==> src/rtl/instruction_cache.sv <==
// Direct-mapped instruction cache: 8 blocks x 16 bytes, zero-cycle hits, single
// outstanding block fill from instruction memory on a miss.
module instruction_cache (
    input  logic         clock,
    input  logic         reset,
    input  logic         read,
    input  logic [9:0]   address,
    output logic [31:0]  instruction,
    output logic         busywait,
    output logic         mem_read,
    output logic [5:0]   mem_address,
    input  logic [127:0] mem_readinst,
    input  logic         mem_busywait,
    output logic [1:0]   state_dbg
);

    typedef enum logic [1:0] {
        IDLE     = 2'd0,
        MEM_READ = 2'd1,
        UPDATE   = 2'd2
    } state_t;

    state_t        state_q, state_d;
    logic [7:0]    valid_q, valid_d;
    logic [5:0]    miss_q, miss_d;
    logic          mem_read_q, mem_read_d;
    logic          seen_q, seen_d;
    logic [2:0]    tag_q  [8];
    logic [127:0]  data_q [8];

    logic [2:0]    idx;
    logic [1:0]    word_sel;
    logic          hit;
    logic          fill_en;

    assign idx      = address[6:4];
    assign word_sel = address[3:2];
    assign hit      = read && valid_q[idx] && (tag_q[idx] == address[9:7]);

    assign instruction = hit ? data_q[idx][32*word_sel +: 32] : 32'h0;
    assign busywait    = (state_q != IDLE) || (read && !hit);
    assign mem_read    = mem_read_q;
    assign mem_address = miss_q;
    assign state_dbg   = state_q;
    assign fill_en     = (state_q == UPDATE);

    always_comb begin
        state_d    = state_q;
        valid_d    = valid_q;
        miss_d     = miss_q;
        mem_read_d = mem_read_q;
        seen_d     = seen_q;
        case (state_q)
            IDLE: begin
                if (read && !hit) begin
                    state_d    = MEM_READ;
                    miss_d     = address[9:4];
                    mem_read_d = 1'b1;
                    seen_d     = 1'b0;
                end
            end
            MEM_READ: begin
                // seen_q ensures memory has sampled mem_read before its busy is trusted
                seen_d = 1'b1;
                if (seen_q && !mem_busywait) begin
                    state_d    = UPDATE;
                    mem_read_d = 1'b0;
                end
            end
            UPDATE: begin
                valid_d[miss_q[2:0]] = 1'b1;
                state_d              = IDLE;
            end
            default: begin
                state_d    = IDLE;
                mem_read_d = 1'b0;
            end
        endcase
    end

    always_ff @(posedge clock or posedge reset) begin
        if (reset) begin
            state_q    <= IDLE;
            valid_q    <= 8'h0;
            miss_q     <= 6'h0;
            mem_read_q <= 1'b0;
            seen_q     <= 1'b0;
        end else begin
            state_q    <= state_d;
            valid_q    <= valid_d;
            miss_q     <= miss_d;
            mem_read_q <= mem_read_d;
            seen_q     <= seen_d;
        end
    end

    // Tag/data arrays are not reset; the reset term only blocks a fill that reset interrupts.
    always_ff @(posedge clock) begin
        if (fill_en && !reset) begin
            data_q[miss_q[2:0]] <= mem_readinst;
            tag_q[miss_q[2:0]]  <= miss_q[5:3];
        end
    end

endmodule

==> config.mk <==
export PLATFORM = sky130hd
export DESIGN_NAME = instruction_cache
export DESIGN_NICKNAME = d
export VERILOG_FILES = /design/src/rtl/instruction_cache.sv
export SDC_FILE = /design/constraint.sdc
export NUM_CORES = 1
export LEC_CHECK = 0
export CORE_ASPECT_RATIO = 0.5
export CORE_MARGIN = 5
export CORE_UTILIZATION = 60
export CTS_CLUSTER_SIZE = 24
export DETAILED_ROUTE_END_ITERATION = 7
export PLACE_DENSITY = 0.75
export SLEW_MARGIN = 15
export SYNTH_ARGS = -nofsm -noshare
export SYNTH_HDL_FRONTEND = slang
export SYNTH_SLANG_ARGS = --single-unit
==> constraint.sdc <==
create_clock -name clock -period 13.2 [get_ports clock]
set_clock_uncertainty 0.2 [all_clocks]
set_input_delay 2.64 -clock clock [delete_from_list [all_inputs] [get_ports clock]]
set_output_delay 2.64 -clock clock [all_outputs]
set_load 0.005 [all_outputs]
==> results.md <==
- Worst r2r src: state_dbg[0]$_DFFE_PP0P_
- Sequential-to-total area share from yosys stat: 78.21%
- Avg Cell Area, Syn: 23.88 µm²
- CTS tree: yes
- Setup TNS: 0 ns
- Worst Tran Pin Value: 1.223 ns
- Share of layout cells above drive strength 1: 23.05%
- Pwr dens: 149.2 nW/µm²
- Longest Clk Path Bufs: 3
- Synth Cell Area: 40810 µm²
- Post-synth top area cell: edfxtp_1
- Design Power: 6.925 mW
- Final Hold Fails: 0
- Crit Path Max Fanout: 108
- Hold path start: valid_q[4]$_DFFE_PP0P_
- CP Launch Type: primary input
- Hold Path Class: reg -> reg
- RD Place Congestion: 0.7421
- Max Cap Viol: 0
- Reg-to-Reg End: data_q[2][113]$_DFFE_PP_
- Total track usage: 23.34%
- Routed Antenna Nets: 0
- Seq cells post-synth: 1066
- Post-route clock period utilization: 68.59%
- First-pass GRT wire length: 126100 µm
- Cells after synthesis: 1709
- GR Layer Usage met3: 5.147%
- H-tree level count: 3
- Yosys warning total: 0
- WP data required: 10.36 ns
- Leak pwr: 14.37 nW
- Worst path arrival time: 6.21 ns
- GR Layer Usage met2: 36.58%
- Die Ht: 194.4 µm
- Most Crowded Layer GR: met2
- Setup violators final: 0
- Detailed placer's ending HPWL: 40200 µm
- CTS root buf: clkbuf_16
- Core area: 67150 µm²
- Final core utilization: 69.12%
- DR DRC count: 0
- Clk sinks: 1066
- Worst-Skew Late Latency: 0.67 ns
- Initial antenna violation count: 9
- CTS Hold Buffers Added: 0
- Number of global-route vias before repair: 19300
- WHS Endpoint: valid_q[4]$_DFFE_PP0P_
- RSZ-0062 raised after global routing: false
- Synth top area cells: edfxtp_1 (77%), mux4_2 (16%), a211oi_1 (1.1%), dfrtp_1 (1.1%), mux2i_1 (1.1%)
- Initial Util: 60.78%
- Fin cells: 2875
- Setup repair bufs after CTS: 0
- Io pins: 184
- Die width: 378.8 µm
- Slew headroom: 18.46%
- PnR worst setup slack: 4.146 ns
- Crit. End Element: output port
- Critical path class: in -> out
- Slew Viols, Final: 0
- Core Rows: 67
- Peak VDD IR: 0.00009883 V
- Drt via density: 6.438
- Net count after synthesis: 1851
- Pre-antenna DRT Iters: 5
- Grt ovf: 0
- Status: finished clean
- DR WL/cell: 29.18 µm
- Reg2Reg Depth: 4
- Largest net degree at the start of global routing: 139
- WHS Path Cells: 1
- Met1 Usage GRT: 34.32%
- F_max: 0.1105 GHz
- WL final: 83900 µm
- Placed insts: 2707
- Die Area: 73650 µm²
- CTS resizes: 0
- Total CTS buffers: 89
- Synth top area share: 77.11%
- Worst R2R Setup Slack: 10.13 ns
- Nets: 2043
- Final Critical Period: 9.054 ns
- Setup WS pre-CTS: 4.035 ns
- CP startpoint: address[4]
- Vias: 18510
- Layout area overhead: 13.72%
- Clk pin slew, worst setup/hold paths: 0.07 ns
- DRT iter0 DRCs: 1966
- Post-synth cell types: 29
- Port buffer count: 181
-- cell usage in the layout, fill, tap and decap left out, types with 6 or more instances in the layout --
cell / count
clkdlybuf4s50_1: 176
bufinv_16: 6
clkbuf_16: 90
a211oi_1: 62
clkinv_2: 18
mux4_2: 294
o21bai_1: 8
buf_12: 11
clkinv_1: 19
clkbuf_1: 16
buf_4: 6
edfxtp_1: 1048
nor2_1: 36
mux2_1: 6
mux2i_1: 44
a21oi_1: 31
dfrtp_1: 18
nor2b_1: 32
-- synthesized netlist by cell type --
cell type and instances:
or3_1 1, nand3b_1 2, a211oi_1 62, buf_1 3
nand3_4 1, nand2b_1 4, mux2i_1 44, edfxtp_1 1048
mux2_2 1, o21ai_0 1, mux2_1 6, nand2_1 5
nand4_1 1, buf_6 16, nor2b_1 32, o21bai_1 8
dfrtp_1 18, a21boi_0 1, inv_1 3, xor2_1 3
mux4_2 294, buf_2 24, buf_4 7, clkbuf_1 46
nand4b_2 1, nand3_1 2, nor2_1 40, a21oi_1 31
nor3_1 4
-- critical path, stage by stage --
cell and delay (ns):
buf_8 0.55, buf_12 0.68, mux4_2 0.61, mux4_2 0.59
a21oi_1 0.28, nor2_1 0.07, clkdlybuf4s50_1 0.48
-- how the worst max path moves through the flow --
stage / cells after the start / end
2_1_floorplan: 1 / data_q[1][0]$_DFFE_PP_
3_3_place_gp: 7 / instruction[12]
3_5_place_dp: 7 / instruction[16]
4_1_cts: 7 / instruction[16]
5_1_grt: 9 / instruction[3]
6_report: 7 / instruction[12]
-- layer usage --
layer | up-vias | wire length (µm)
met5 | - | 24
met4 | 4 | 1560
met3 | 121 | 6774
met2 | 769 | 41240
met1 | 9894 | 34300
li1 | 7720 | -
-- kinds of logic (layout without fill, tap and decap cells) --
kind of cell | Yosys count | after routing | share of synthesized area, %
simple gates | 93 | 93 | 1.186
buf+inv | 99 | 364 | 1.343
other cells | 0 | 4 | 0
xor+xnor | 3 | 3 | 0.06439
flops | 1066 | 1066 | 78.21
compound gates | 103 | 103 | 1.698
mux | 345 | 345 | 17.50
-- metrics by stage --
stage	area, µm²	hold slack, ns
after floorplan	40810	0.2377
after global placement	43520	0.2529
after detailed placement	43520	0.2570
after CTS	46390	0.2761
after global routing	46410	0.2933
final	46410	0.2721
-- sequential cells by signal (all words and copies together) (netlist names) --
register / count
valid_q: 8
data_q: 1024
mem_address: 6
seen_q: 1
tag_q: 24
state_dbg: 2
mem_read: 1
-- report_power, final --
part	leakage [nW]	switching, mW	internal, mW	total [mW]
Sequential	9.64	0.0441	3.81	3.86
Combinational	3.34	0.245	0.217	0.461
Clock	1.40	1.20	1.40	2.61
-- cell type report --
cell class	count	area [µm²]
sequential	1066	31920
fill	3925	20740
multi-input combinational	544	8403
clock buffer	109	2354
timing repair buffer	197	2076
tap	897	1122
clock inverter	55	514.2
inverter	3	11.26
antenna	4	10.01
Note: power is estimated with default switching activity, not from simulation.
